### config.mk
export PLATFORM = sky130hd
export DESIGN_NAME = line_fill_ctrl
export DESIGN_NICKNAME = d
export VERILOG_FILES = /design/src/rtl/line_fill_ctrl.sv
export SDC_FILE = /design/constraint.sdc
export NUM_CORES = 1
export LEC_CHECK = 0
export ABC_AREA = 1
export CORE_AREA = 5 5 261 263
export CTS_CLUSTER_DIAMETER = 100
export CTS_CLUSTER_SIZE = 40
export DETAILED_ROUTE_END_ITERATION = 10
export DIE_AREA = 0 0 266 268
export PLACE_DENSITY = 0.69
export SYNTH_ARGS = -nofsm -noshare
export SYNTH_HDL_FRONTEND = slang
export SYNTH_SLANG_ARGS = --single-unit
export TNS_END_PERCENT = 30
### constraint.sdc
create_clock -name clk -period 3.35 [get_ports clk]
set_input_delay 0.67 -clock clk [delete_from_list [all_inputs] [get_ports clk]]
set_output_delay 0.67 -clock clk [all_outputs]
set_load 0.02 [all_outputs]
### src/rtl/line_fill_ctrl.sv
// Cache line refill engine: fetches a full line critical-word-first,
// assembles it locally, then writes it into the line array in one cycle.
//
// Ports:
//   clk, reset                   clock, synchronous active-high reset
//   miss_valid/miss_ready        miss request handshake
//   miss_addr, miss_way          missing byte address, one-hot victim way
//   mem_rd, mem_addr             word read request to main memory
//   mem_ack, mem_rdata           read data return
//   line_we                      single-cycle write strobe to line array
//   fill_way/set/tag/valid/data  line array write payload
//   fill_done                    one-cycle completion pulse
//   crit_data                    first (requested) word of the last fill
module line_fill_ctrl #(
    parameter int WORDS = 16,
    parameter int TAG_W = 25,
    parameter int WAYS  = 4
) (
    input  logic                  clk,
    input  logic                  reset,
    input  logic                  miss_valid,
    output logic                  miss_ready,
    input  logic [31:0]           miss_addr,
    input  logic [WAYS-1:0]       miss_way,
    output logic                  mem_rd,
    output logic [31:0]           mem_addr,
    input  logic                  mem_ack,
    input  logic [31:0]           mem_rdata,
    output logic                  line_we,
    output logic [WAYS-1:0]       fill_way,
    output logic                  fill_set,
    output logic [TAG_W-1:0]      fill_tag,
    output logic                  fill_valid,
    output logic [32*WORDS-1:0]   fill_data,
    output logic                  fill_done,
    output logic [31:0]           crit_data
);

    localparam int OFF_W = $clog2(WORDS);
    localparam logic [OFF_W-1:0] LAST = OFF_W'(WORDS - 1);

    typedef enum logic [1:0] {
        IDLE,
        RD,
        WR,
        DONE
    } state_t;

    state_t                state_q, state_d;
    logic                  miss_ready_q, miss_ready_d;
    logic                  mem_rd_q, mem_rd_d;
    logic [31:0]           mem_addr_q, mem_addr_d;
    logic                  line_we_q, line_we_d;
    logic [WAYS-1:0]       fill_way_q, fill_way_d;
    logic                  fill_set_q, fill_set_d;
    logic [TAG_W-1:0]      fill_tag_q, fill_tag_d;
    logic                  fill_valid_q, fill_valid_d;
    logic [32*WORDS-1:0]   data_q, data_d;
    logic                  fill_done_q, fill_done_d;
    logic [31:0]           crit_q, crit_d;
    logic [OFF_W-1:0]      ptr_q, ptr_d;
    logic [OFF_W-1:0]      cnt_q, cnt_d;

    logic [OFF_W-1:0]      ptr_inc;
    logic [OFF_W-1:0]      miss_off;

    // Pointer wraps naturally in OFF_W bits, giving the critical-word-first
    // wrap from the last word back to word 0.
    assign ptr_inc  = ptr_q + 1'b1;
    assign miss_off = miss_addr[OFF_W+1:2];

    always_comb begin
        state_d      = state_q;
        miss_ready_d = miss_ready_q;
        mem_rd_d     = mem_rd_q;
        mem_addr_d   = mem_addr_q;
        line_we_d    = 1'b0;
        fill_way_d   = fill_way_q;
        fill_set_d   = fill_set_q;
        fill_tag_d   = fill_tag_q;
        fill_valid_d = 1'b0;
        data_d       = data_q;
        fill_done_d  = 1'b0;
        crit_d       = crit_q;
        ptr_d        = ptr_q;
        cnt_d        = cnt_q;

        unique case (state_q)
            IDLE: begin
                if (miss_valid && miss_ready_q) begin
                    fill_tag_d   = miss_addr[31 -: TAG_W];
                    fill_set_d   = miss_addr[OFF_W+2];
                    fill_way_d   = miss_way;
                    ptr_d        = miss_off;
                    cnt_d        = '0;
                    miss_ready_d = 1'b0;
                    mem_rd_d     = 1'b1;
                    mem_addr_d   = {miss_addr[31 -: TAG_W],
                                    miss_addr[OFF_W+2],
                                    miss_off, 2'b00};
                    state_d      = RD;
                end
            end

            RD: begin
                if (mem_ack) begin
                    data_d[int'(ptr_q)*32 +: 32] = mem_rdata;
                    if (cnt_q == '0) begin
                        crit_d = mem_rdata;
                    end
                    ptr_d      = ptr_inc;
                    cnt_d      = cnt_q + 1'b1;
                    // Address advances with the ack so the request
                    // line never needs a bubble between words.
                    mem_addr_d = {fill_tag_q, fill_set_q,
                                  ptr_inc, 2'b00};
                    if (cnt_q == LAST) begin
                        mem_rd_d     = 1'b0;
                        line_we_d    = 1'b1;
                        fill_valid_d = 1'b1;
                        state_d      = WR;
                    end
                end
            end

            WR: begin
                fill_done_d = 1'b1;
                state_d     = DONE;
            end

            DONE: begin
                miss_ready_d = 1'b1;
                state_d      = IDLE;
            end

            default: begin
                miss_ready_d = 1'b1;
                mem_rd_d     = 1'b0;
                state_d      = IDLE;
            end
        endcase
    end

    always_ff @(posedge clk) begin
        if (reset) begin
            state_q      <= IDLE;
            miss_ready_q <= 1'b1;
            mem_rd_q     <= 1'b0;
            mem_addr_q   <= '0;
            line_we_q    <= 1'b0;
            fill_way_q   <= '0;
            fill_set_q   <= 1'b0;
            fill_tag_q   <= '0;
            fill_valid_q <= 1'b0;
            data_q       <= '0;
            fill_done_q  <= 1'b0;
            crit_q       <= '0;
            ptr_q        <= '0;
            cnt_q        <= '0;
        end else begin
            state_q      <= state_d;
            miss_ready_q <= miss_ready_d;
            mem_rd_q     <= mem_rd_d;
            mem_addr_q   <= mem_addr_d;
            line_we_q    <= line_we_d;
            fill_way_q   <= fill_way_d;
            fill_set_q   <= fill_set_d;
            fill_tag_q   <= fill_tag_d;
            fill_valid_q <= fill_valid_d;
            data_q       <= data_d;
            fill_done_q  <= fill_done_d;
            crit_q       <= crit_d;
            ptr_q        <= ptr_d;
            cnt_q        <= cnt_d;
        end
    end

    assign miss_ready = miss_ready_q;
    assign mem_rd     = mem_rd_q;
    assign mem_addr   = mem_addr_q;
    assign line_we    = line_we_q;
    assign fill_way   = fill_way_q;
    assign fill_set   = fill_set_q;
    assign fill_tag   = fill_tag_q;
    assign fill_valid = fill_valid_q;
    assign fill_data  = data_q;
    assign fill_done  = fill_done_q;
    assign crit_data  = crit_q;

endmodule

== After elaboration in Yosys (flattened, before gate mapping) ==
Index checks and enable logic that the tools add are counted.

* Register bits after elaboration: 620
* Input bits: 72
* Output and inout port bits: 611
* Word-level logic and storage cells: 62

* Add/sub/neg operators: 3
* Equal/unequal tests: 7
* Shifts and indexed selects: 2
* Mux-type cells: 22
* Bitwise logic cells: 2
* Reduce and logical (&&, ||, !) cells: 13

{| class="wikitable"
|+ Operator list
! operator !! count
|-
| 512-bit bitwise mux || 1
|-
| 32-bit by 33-bit variable shift with 512-bit output (first input constant) || 1
|-
| 32-bit by 33-bit variable part select with 512-bit output || 1
|-
| 32-bit two-way mux || 2
|-
| 32-bit case mux with 2 select lines || 1
|-
| 9-bit negator with 33-bit output || 1
|-
| 4-bit two-way mux || 4
|-
| 4-bit case mux with 2 select lines || 2
|-
| 3-bit AND reduction || 3
|-
| 4-bit by 1-bit adder with 4-bit output (second input constant) || 2
|-
| 2-bit case mux with 4 select lines || 1
|-
| 1-bit two-way mux || 6
|-
| 2-bit two-way mux || 3
|-
| 2-bit inequality test (second input constant) || 3
|-
| 2-bit AND reduction || 3
|-
| 2-bit equality test (second input constant) || 2
|-
| 4-bit equality test (second input constant) || 1
|-
| 4-bit zero test || 1
|-
| 1-bit case mux with 2 select lines || 2
|-
| 4-bit AND reduction || 1
|-
| 2-bit nonzero test || 2
|-
| 3-bit OR reduction || 1
|-
| 2-bit by 1-bit equality test with 1-bit output (second input constant) || 1
|-
| 2-bit zero test || 1
|-
| other kinds (2) || 3
|}

== Logic depth before layout (Yosys ltp) ==
* Depth in word-level cells: 4
* Mapped depth: 15
* Gate-level depth less buffers: 12

== Worst setup path before layout ==
OpenSTA, ideal clock, no wires.

* Path kind: flip-flop to flip-flop
* From: reg ptr_q[0]
* To: reg data_q[374], in the netlist fill_data[374]
* Setup time: 113 ps
* Arrival: 2590 ps
* Required time: 3237 ps
* Setup slack: 647 ps
* Cell stages (with the launch flop): 13
* Path buffers: 4
* Period minus slack after synthesis: 2703 ps
* Cell sequence: dfxtp_1 inv_2 clkbuf_1 clkbuf_1 ha_1 buf_2 nor2_2 nand3_1 nor2_2 buf_2 nand3_1 nand2_1 nor2_1

* Cells in the longest elaborated chain, start to end: 3
* Elaborated cells between the ends (all ways): 4
* Those cells by class: add/sub: 1; shift: 2; mux: 1

{| class="wikitable"
|+ Ends and longest elaborated chain
! what !! RTL line !! text
|-
| start: declaration || 61 || <nowiki>logic [OFF_W-1:0] ptr_q, ptr_d;</nowiki>
|-
| start signal: assignment || 173 || <nowiki>ptr_q <= ptr_d;</nowiki>
|-
| 9-bit negator with 33-bit output (*) || 107 || <nowiki>data_d[int'(ptr_q)*32 +: 32] = mem_rdata;</nowiki>
|-
| 32-bit by 33-bit variable part select with 512-bit output or 32-bit by 33-bit variable shift with 512-bit output (tied branches) || 107 ||
|-
| 512-bit bitwise mux (*) || 107 ||
|-
| end signal: assignment || 170 || <nowiki>data_q <= data_d;</nowiki>
|-
| end: declaration || 58 || <nowiki>logic [32*WORDS-1:0] data_q, data_d;</nowiki>
|}

Every way passes the cells marked *; elsewhere a longest branch is shown, timed or not.
A chain may end at the register's enable or synchronous reset.

== Final worst setup path ==
* From: reg ptr_q[2]
* To: reg data_q[308], in the netlist fill_data[308]

Same word-level chain as after synthesis.

==> results.toml <==
[placement]
gp_congestion = 0.870
hpwlAfterDp_um = 82500
portBuffers = 678

[sta]
period_share_pct = 89.6
clock_skew_ns = 0.0282
fin_setup_tns_ns = 0
hold_violations = 0
finalMaxSlewViolations = 0
worstMarginPinSlew_ns = 0.958
slew_headroom_pct = 35.9
rsz0062_at_grt = "no"
finalSetupViolations = 0
period_minus_slack_ns = 3.00
max_clock_freq_mhz = 333
hold_ws_ns = 0.468

[synthesis]
synth-edff-count = 0
synthArstFlopShare_pct = 0
yosysSeqAreaShare_pct = 45.4
ys_types = 32
ys_seq_elements = 614
syn_area_per_cell_um2 = 6.71
syn_inst = 4038
synth_area_um2 = 27100
ys.flop_type = "dfxtp_1"
yosysWarnings = 0

[grt]
antenna_found_initial = 1
grt_max_degree = 161
grt_pass1_wl_um = 174000
grt_pass1_vias = 26000
grt.overflow.total = 0
grt_util_all_layers_pct = 31.7

[cts]
path_clk_slew_ns = 0.14
cts_made_buffers = 27
cts_tree = "done"
post_cts_buffers = 0
clk_latency_ns = 0.65
ctsHoldBuffers = 0
clk_path_buf_depth = 3
cts_resized = 0
root_buffer = "clkbuf_16"
htree_num_levels = 1
cts_num_sinks = 614

[power_and_ir_drop]
power_frac_comb_pct = 42.1
p_leak_nw = 13.9
max-vdd-ir-drop_v = 0.000557
p_clk_share_pct = 21.5
sw_frac_of_total_pct = 47.4
p_int_w = 0.0113
seqPwrFrac_pct = 36.4
powerDensity_nw_per_um2 = 604
p_sw_w = 0.0102

[worst_setup_path]
crit_fanout = 47
worstPathArrival_ns = 3.56
worstReg2RegEnd = "fill_data[308]"
cp-end-kind = "flop"
r2r_slack_ns = 0.35
cp-endpoint = "fill_data[308]"
worstPathRequired_ns = 3.90
reg2regPathDepth = 12
crit_start = "ptr_q[2]"
crit_type = "reg2reg"
start_kind = "flop"
r2r_start = "ptr_q[2]"

[finish]
utilization_pct = 54.6
final_net_count = 4580
final_common_cell = "nor2_1"
drive_gt1_share_pct = 4.67
synthToLayoutAreaGrowth_pct = 31.9
layout_common_cells = "nor2_1, nand2_1, clkdlybuf4s50_1"

[die]
coreArea_um2 = 65400
pin_count = 683
dieHeight_um = 268
start_util_pct = 41.4
die_w_um = 266
rows = 94
die_area_um2 = 71300

[detailed_routing]
wl_per_cell_um = 22.3
vias = 28900
finalWirelength_um = 120000
ant_nets = 0
drc = 0
drt_iter0_drc = 3364
firstDrtPassIters = 6
viasPerCell = 5.36

[min_path]
hold_path_class = "reg2reg"

[status]
status = "completed"

[run]
max_cap_viol_count = 0
## layer usage
layer  wire length (µm)  global-route usage [%]  vias to the layer above
li1                   -                       -                    13800
met1              49400                    42.4                    13400
met2              53300                    49.8                     1419
met3              10800                    6.53                      245
met4               6720                    14.4                        0
met5                  0                       0                        -
## worst max-delay path: stages, from the launching register on
cell	delay, ns
dfxtp_1	0.47
nor2_1	0.07
buf_4	0.16
nand2_1	0.09
inv_1	0.09
ha_4	0.16
a21oi_1	0.37
nand3_1	0.36
nor2_4	0.53
buf_12	0.30
nand3_1	0.13
nand2_1	0.13
nor2_1	0.04
## logic make-up after synthesis
| kind of cell | count (synthesis) | share of synthesized area (%) |
|---|---|---|
| AND/OR/NAND/NOR | 2355 | 36.4 |
| flip-flops | 614 | 45.4 |
| buffers and inverters | 600 | 8.80 |
| AO/OA/AOI/OAI | 457 | 8.87 |
| adder cells (fa/ha/maj) | 9 | 0.416 |
| XOR/XNOR | 2 | 0.0647 |
| other | 1 | 0.0138 |
## sequential cells by signal, summed over array words and instances (netlist names)
| register | count |
|---|---|
| fill_data | 512 |
| miss_ready | 1 |
| fill_way | 4 |
| fill_set | 1 |
| mem_addr | 27 |
| fill_tag | 25 |
| state_q | 2 |
| mem_rd | 1 |
| crit_data | 32 |
| fill_done | 1 |
| cnt_q | 4 |
| ptr_q | 3 |
| fill_valid | 1 |
## Yosys cell counts (all sizes together) (2+ instances only)
master     n  area share [%]
ha         9            0.42
nand2    758              11
a31oi     28            0.65
inv      234             3.2
nand3    296             5.5
o21ai    252             4.7
o21bai    27            0.75
nand4    163             3.8
nor2    1016              14
a211oi     2           0.055
nand3b    15            0.42
buf      136             2.4
clkbuf   229             3.2
dfxtp    614              45
xor2       2           0.065
nor3     106             2.0
a21oi    146             2.7
## power groups by stage
stage / sequential [W] / combinational (W) / clock [W]
3_5_place_dp: 0.00800 / 0.00886 / 0
5_1_grt: 0.00789 / 0.00957 / 0.00495
2_1_floorplan: 0.00836 / 0.00496 / 0
6_report: 0.00785 / 0.00908 / 0.00463
3_3_place_gp: 0.00800 / 0.00885 / 0
4_1_cts: 0.00784 / 0.00888 / 0.00469
## metrics by stage
| step | worst slack, ns | std cells | total power [W] | instance area, µm² |
|---|---|---|---|---|
| after floorplan | 0.647 | 4039 | 0.0133 | 27100 |
| after global placement | 0.293 | 5334 | 0.0168 | 34700 |
| after detailed placement | 0.261 | 5334 | 0.0169 | 34700 |
| after CTS | 0.397 | 5384 | 0.0214 | 35700 |
| after global routing | 0.149 | 5385 | 0.0224 | 35700 |
| final | 0.348 | 5385 | 0.0216 | 35700 |
## how the worst min path moves through the flow
stage               depth (start not counted)      startpoint             end
floorplan                                   2        cnt_q[3]      fill_valid
global placement                            2   fill_data[27]   fill_data[27]
detailed placement                          2    fill_data[8]    fill_data[8]
CTS                                         2   fill_data[27]   fill_data[27]
global route                                2  fill_data[206]  fill_data[206]
finish                                      2   fill_data[22]   fill_data[22]
## area by class of cell
cell class | count | area (µm²)
Fill cell | 6477 | 29700
Multi-Input combinational cell | 2825 | 12500
Sequential cell | 614 | 12300
Timing Repair Buffer | 796 | 7860
Tap cell | 864 | 1080
Inverter | 235 | 905
Clock buffer | 27 | 676
Clock inverter | 23 | 364
Antenna cell | 1 | 2.50
Power figures use the tool's default switching activity.
